[config.mk]
export PLATFORM = sky130hd
export DESIGN_NAME = vertex_projector
export DESIGN_NICKNAME = d
export VERILOG_FILES = /design/src/rtl/vertex_projector.sv
export SDC_FILE = /design/constraint.sdc
export NUM_CORES = 2
export LEC_CHECK = 0
export ABC_AREA = 1
export BUFFER_PORTS_ARGS = -buffer_cell sky130_fd_sc_hd__buf_2
export CAP_MARGIN = 20
export CORE_AREA = 4 4 306 308
export DETAILED_ROUTE_END_ITERATION = 8
export DIE_AREA = 0 0 310 312
export HOLD_SLACK_MARGIN = 0.05
export PLACE_DENSITY = 0.84
export SETUP_SLACK_MARGIN = 0.5
export SYNTH_ARGS = -nofsm -noshare
export SYNTH_HDL_FRONTEND = slang
export SYNTH_SLANG_ARGS = --single-unit
export TNS_END_PERCENT = 50
[constraint.sdc]
create_clock -name clk -period 56.1 [get_ports clk]
set_input_delay 5.61 -clock clk [delete_from_list [all_inputs] [get_ports clk]]
set_output_delay 5.61 -clock clk [all_outputs]
set_load 0.005 [all_outputs]
[src/rtl/vertex_projector.sv]
// vertex_projector: applies a snapshotted 4x4 fixed-point matrix to (x,y,z,1), then divides by w to produce NDC.
// Latency: out_valid rises 15 clock edges after the accept edge (12 MAC cycles + 3 divide cycles).
// Backpressure: in_ready is low from accept until the output handshake; the result holds while out_ready is low.
module vertex_projector #(
  parameter int WI = 8,
  parameter int WF = 8
) (
  input  logic                   clk,
  input  logic                   rst_n,
  input  logic [15:0][WI+WF-1:0] projection_matrix,
  input  logic                   in_valid,
  output logic                   in_ready,
  input  logic [WI+WF-1:0]       in_x,
  input  logic [WI+WF-1:0]       in_y,
  input  logic [WI+WF-1:0]       in_z,
  output logic                   out_valid,
  input  logic                   out_ready,
  output logic [WI+WF-1:0]       out_x,
  output logic [WI+WF-1:0]       out_y,
  output logic [WI+WF-1:0]       out_z,
  output logic                   out_clip,
  output logic                   out_sat
);
  localparam int W  = WI + WF;
  localparam int PW = 2 * W;
  localparam int AW = PW + 2;      // two guard bits over a full-width product
  localparam int DW = W + WF + 2;  // holds 2*|num<<WF| + |den| without overflow

  localparam logic signed [AW-1:0] HALF = AW'(1) <<< (WF - 1);
  localparam logic signed [AW-1:0] SMAX = AW'((1 << (W - 1)) - 1);
  localparam logic signed [AW-1:0] SMIN = ~SMAX;
  localparam logic [W-1:0]         WMAX = {1'b0, {(W-1){1'b1}}};
  localparam logic [W-1:0]         WMIN = {1'b1, {(W-1){1'b0}}};
  localparam logic [DW-1:0]        QMAX = DW'((1 << (W - 1)) - 1);
  localparam logic [DW-1:0]        QNEG = QMAX + DW'(1);

  typedef enum logic [1:0] {IDLE, MAC, DIV, DONE} state_t;

  state_t               r_state;
  logic [15:0][W-1:0]   r_m;
  logic [2:0][W-1:0]    r_v;
  logic [3:0][W-1:0]    r_c;
  logic signed [AW-1:0] r_acc;
  logic [1:0]           r_row;
  logic [1:0]           r_col;
  logic [1:0]           r_dcnt;

  logic signed [W-1:0]  w_coef;
  logic signed [W-1:0]  w_trans;
  logic signed [W-1:0]  w_vcoord;
  logic signed [PW-1:0] w_prod;
  logic signed [AW-1:0] w_base;
  logic signed [AW-1:0] w_sum;
  logic signed [AW-1:0] w_biased;
  logic signed [AW-1:0] w_rnd;
  logic                 w_row_ovf;
  logic [W-1:0]         w_row_val;

  logic signed [W-1:0]  w_dnum;
  logic signed [W-1:0]  w_dden;
  logic signed [DW-1:0] w_nsx;
  logic signed [DW-1:0] w_dsx;
  logic [DW-1:0]        w_nabs;
  logic [DW-1:0]        w_dabs;
  logic [DW-1:0]        w_n2;
  logic [DW-1:0]        w_d2;
  logic [DW-1:0]        w_qabs;
  logic                 w_qneg;
  logic                 w_q_ovf;
  logic [W-1:0]         w_q_val;
  logic                 w_cw_zero;

  // Shared multiplier and row accumulator; the column-0 step preloads the translation term m[r][3]
  always_comb begin
    w_coef   = r_m[{r_row, r_col}];
    w_trans  = r_m[{r_row, 2'd3}];
    case (r_col)
      2'd0:    w_vcoord = r_v[0];
      2'd1:    w_vcoord = r_v[1];
      default: w_vcoord = r_v[2];
    endcase
    w_prod    = w_coef * w_vcoord;
    w_base    = (r_col == 2'd0) ? (AW'(w_trans) <<< WF) : r_acc;
    w_sum     = w_base + AW'(w_prod);
    // Subtracting one for negative sums makes the half-LSB bias round ties away from zero
    w_biased  = w_sum + HALF - AW'(w_sum[AW-1]);
    w_rnd     = w_biased >>> WF;
    w_row_ovf = (w_rnd > SMAX) || (w_rnd < SMIN);
    w_row_val = (w_rnd > SMAX) ? WMAX : (w_rnd < SMIN) ? WMIN : w_rnd[W-1:0];
  end

  // Sign-magnitude rounding divider: |q| = (2|n|*2^WF + |d|) / (2|d|), then reapply the sign
  always_comb begin
    case (r_dcnt)
      2'd0:    w_dnum = r_c[0];
      2'd1:    w_dnum = r_c[1];
      default: w_dnum = r_c[2];
    endcase
    w_dden    = r_c[3];
    w_nsx     = DW'(w_dnum);
    w_dsx     = DW'(w_dden);
    w_nabs    = w_nsx[DW-1] ? -w_nsx : w_nsx;
    w_dabs    = w_dsx[DW-1] ? -w_dsx : w_dsx;
    w_n2      = (w_nabs << (WF + 1)) + w_dabs;
    w_d2      = w_dabs << 1;
    w_qabs    = (w_d2 == '0) ? '0 : (w_n2 / w_d2);
    w_qneg    = w_dnum[W-1] ^ w_dden[W-1];
    w_q_ovf   = w_qneg ? (w_qabs > QNEG) : (w_qabs > QMAX);
    w_q_val   = w_qneg ? (~w_qabs[W-1:0] + W'(1)) : w_qabs[W-1:0];
    if (w_q_ovf) begin
      w_q_val = w_qneg ? WMIN : WMAX;
    end
    w_cw_zero = (w_dden == '0);
  end

  // Control FSM: accept/snapshot, 12 MAC steps, 3 divide steps, then hold the result until taken
  always_ff @(posedge clk or negedge rst_n) begin
    if (!rst_n) begin
      r_state   <= IDLE;
      r_m       <= '0;
      r_v       <= '0;
      r_c       <= '0;
      r_acc     <= '0;
      r_row     <= '0;
      r_col     <= '0;
      r_dcnt    <= '0;
      in_ready  <= 1'b1;
      out_valid <= 1'b0;
      out_x     <= '0;
      out_y     <= '0;
      out_z     <= '0;
      out_clip  <= 1'b0;
      out_sat   <= 1'b0;
    end else begin
      case (r_state)
        IDLE: begin
          if (in_valid) begin
            r_m      <= projection_matrix;
            r_v      <= {in_z, in_y, in_x};
            r_row    <= '0;
            r_col    <= '0;
            out_clip <= 1'b0;
            out_sat  <= 1'b0;
            in_ready <= 1'b0;
            r_state  <= MAC;
          end
        end
        MAC: begin
          r_acc <= w_sum;
          if (r_col == 2'd2) begin
            r_c[r_row] <= w_row_val;
            if (w_row_ovf) out_sat <= 1'b1;
            r_col <= '0;
            if (r_row == 2'd3) begin
              r_dcnt  <= '0;
              r_state <= DIV;
            end else begin
              r_row <= r_row + 2'd1;
            end
          end else begin
            r_col <= r_col + 2'd1;
          end
        end
        DIV: begin
          if (w_cw_zero) begin
            out_clip <= 1'b1;
          end else if (w_q_ovf) begin
            out_sat <= 1'b1;
          end
          case (r_dcnt)
            2'd0:    out_x <= w_cw_zero ? '0 : w_q_val;
            2'd1:    out_y <= w_cw_zero ? '0 : w_q_val;
            default: out_z <= w_cw_zero ? '0 : w_q_val;
          endcase
          r_dcnt <= r_dcnt + 2'd1;
          if (r_dcnt == 2'd2) begin
            out_valid <= 1'b1;
            r_state   <= DONE;
          end
        end
        default: begin
          if (out_ready) begin
            out_valid <= 1'b0;
            in_ready  <= 1'b1;
            r_state   <= IDLE;
          end
        end
      endcase
    end
  end

endmodule

==> results_dict.tcl <==
set metrics [dict create \
    status "finished with violations" \
    violations "design-rule violations" \
    area_growth_pct 16.3 \
    hold_buffers 0 \
    drt_iter0_markers 4752 \
    critPathTopFamily "simple AND/OR/NAND/NOR gates" \
    synthTopCellsByArea "dfrtp_1, nand2_1, fa_1" \
    dp_hpwl_mm 127 \
    die_w_um 310 \
    synth_edf_count 0 \
    slowest_delay_ns 0.41 \
    ys_types 80 \
    fin_nets 8782 \
    numCtsBuffers 52 \
    min_path_type "flip-flop to flip-flop" \
    grt_max_degree 152 \
    dr.pass1.iters 9 \
    track_usage 0.328 \
    hold_viol 0 \
    slowest_stage "a2111o_1" \
    antenna_found_initial 3 \
    ff2ff_setup_slack_ns 2.06 \
    io_buffers 359 \
    crit_path_frequent_cell "nand2_2" \
    gp_congestion 0.990 \
    clockBufferDepth 3 \
    num_rows 111 \
    final_max_slew_viol_count 0 \
    via_count 51418 \
    h-tree-depth 2 \
    final_antenna_net_count 0 \
    start_util 0.567 \
    cap_violations 0 \
    end_kind "flip-flop" \
    regArea_mm2 0.0116 \
    drc 2 \
    dp_cells 8662 \
    synth.top_cells.by_count "nand2_1, inv_1, ha_1" \
    synthArstFlopShare 1.00 \
    syn_inst 7194 \
    cts_root_buf "clkbuf_16" \
    post-route-util 0.659 \
    ys_warn_count 0 \
    clock.fmax_ghz 0.0185 \
    grt_pass1_wl_mm 255 \
    synth.most_common_cell "nand2_1" \
    relSlewSlack 0.264 \
    wl_mm 169 \
    crit_buf_inv 72 \
    seq_area_frac_synth 0.224 \
    cts.sinks 462 \
    finalSetupViolCount 0 \
    tightest_slew_ns 1.10 \
    synth_top_cell_by_area "dfrtp_1" \
    final_cells 8911 \
    syn_area_per_cell_um2 7.18 \
    worstPathArrival_ns 54.59 \
    drive_gt1_frac 0.183 \
    final.period_utilization 0.963 \
    clk_latency_ns 0.68 \
    crit_type "flip-flop to flip-flop" \
    core_area_mm2 0.0911 \
    yosys_most_used_dff "dfrtp_1" \
    nFillCells 7397 \
    die_h_um 312 \
    ys_ff_latch 462 \
    multi_input_area_mm2 0.0374 \
    cts_tree "done" \
    yosys.area.top_type_share 0.223 \
    skew_ns 0.0573 \
    startpoint_type "flip-flop" \
    path_clk_slew_ns 0.07 \
    first_global_vias 49027 \
    overflow 0 \
    io_pins 360 \
    dieArea_mm2 0.0967 \
    timing.final.crit_period_ns 54.04 \
    viasPerCell 5.77 \
    required_ns 56.65 \
    mappedNetlistArea_mm2 0.0516 \
    final.setup.tns_ns 0 \
    cp_max_fo 10 \
    wl_per_cell_um 19.0 \
]
[sequential cells by signal (all words and copies together) (netlist names)]
signal / flops
in_ready: 1
r_row: 2
r_dcnt: 2
out_valid: 1
r_m: 256
out_x: 16
r_v: 48
r_col: 2
out_sat: 1
out_y: 16
r_c: 48
out_clip: 1
w_dden: 16
r_acc: 34
out_z: 16
r_state: 2
[worst register-to-register path: cells and delay by family, from the launching register on]
family	cells	cell delay [ns]
and+or+nand+nor	219	20.36
AOI/OAI and AO/OA	137	19.31
adders and majority gates	28	7.74
buffers and inverters	72	5.96
DFF	1	0.37
xor gates and xnor gates	1	0.15
[what timing repair did]
item	CTS	global route
gates cloned	1	3
gates resized for setup	51	460
pin swaps	6	229
buffers inserted	14	130
endpoints found under the setup margin	49	49
[final timing paths]
kind / to / from / cells after the start
worst min-delay path: r_m[232]$_DFFE_PN0P_ / r_m[232]$_DFFE_PN0P_ / 2
worst min register to register: r_m[232]$_DFFE_PN0P_ / r_m[232]$_DFFE_PN0P_ / 2
worst max register to register: out_sat$_DFFE_PN0P_ / r_dcnt[1]$_DFFE_PN0P_ / 457
worst max-delay path: out_sat$_DFFE_PN0P_ / r_dcnt[1]$_DFFE_PN0P_ / 457
max in group asynchronous: in_ready$_DFFE_PN1P_ / rst_n / 4
min in group asynchronous: r_v[17]$_DFFE_PN0P_ / rst_n / 1
[cell type report]
class                           count  share of cell area
Antenna cell                        1           0.0000417
Clock buffer                       68              0.0242
Clock inverter                     30             0.00598
Inverter                         1003              0.0636
Multi-Input combinational cell   5535               0.622
Sequential cell                   462               0.193
Tap cell                         1186              0.0247
Timing Repair Buffer              625              0.0665
Timing Repair inverter              1            0.000125
[routing by layer]
layer	track usage	part of all wire	vias to the layer above
met2	0.533	0.46	2741
li1	-	-	23795
met4	0.203	0.080	6
met1	0.404	0.37	24146
met5	0	0.00020	-
met3	0.0606	0.091	730
[metrics by stage]
stage	hold slack (ns)	setup slack (ns)	instance area [um2]
6_report	0.476	2.06	60000
5_1_grt	0.492	-1.43	60000
4_1_cts	0.476	0.500	57000
3_5_place_dp	0.460	-2.30	54900
3_3_place_gp	0.457	0.239	54900
2_1_floorplan	0.444	3.01	51800
[cells by family (layout without fill, tap and decap cells)]
family	count (synthesis)	after routing	synth area share
xor+xnor	276	276	0.0473
fa+ha+maj	794	794	0.237
flops	462	462	0.224
compound gates	1187	1187	0.137
mux	7	7	0.00136
other cells	2	55	0.000145
simple gates	3215	3217	0.258
buf+inv	1251	1727	0.0951
[cells in the final DEF, fill, tap and decap left out, types with 22 or more instances in the layout]
master,count
nand2_1,2175
inv_1,926
dfrtp_1,458
ha_1,438
nor2_1,404
buf_2,358
o21ai_0,355
fa_1,306
a21oi_1,254
buf_4,241
nand3_1,209
xor2_1,181
nand2_2,170
o21ai_1,113
xnor2_1,93
a21oi_2,81
o21ai_2,77
inv_2,60
or2_2,56
conb_1,54
clkbuf_16,53
ha_4,45
a221oi_1,42
nand3_2,39
o211ai_1,37
nor3_1,28
nand4_1,23
o21bai_1,22
Power is not shown: default switching activity piles up to over one toggle a cycle in this logic, so the estimate is an artifact.
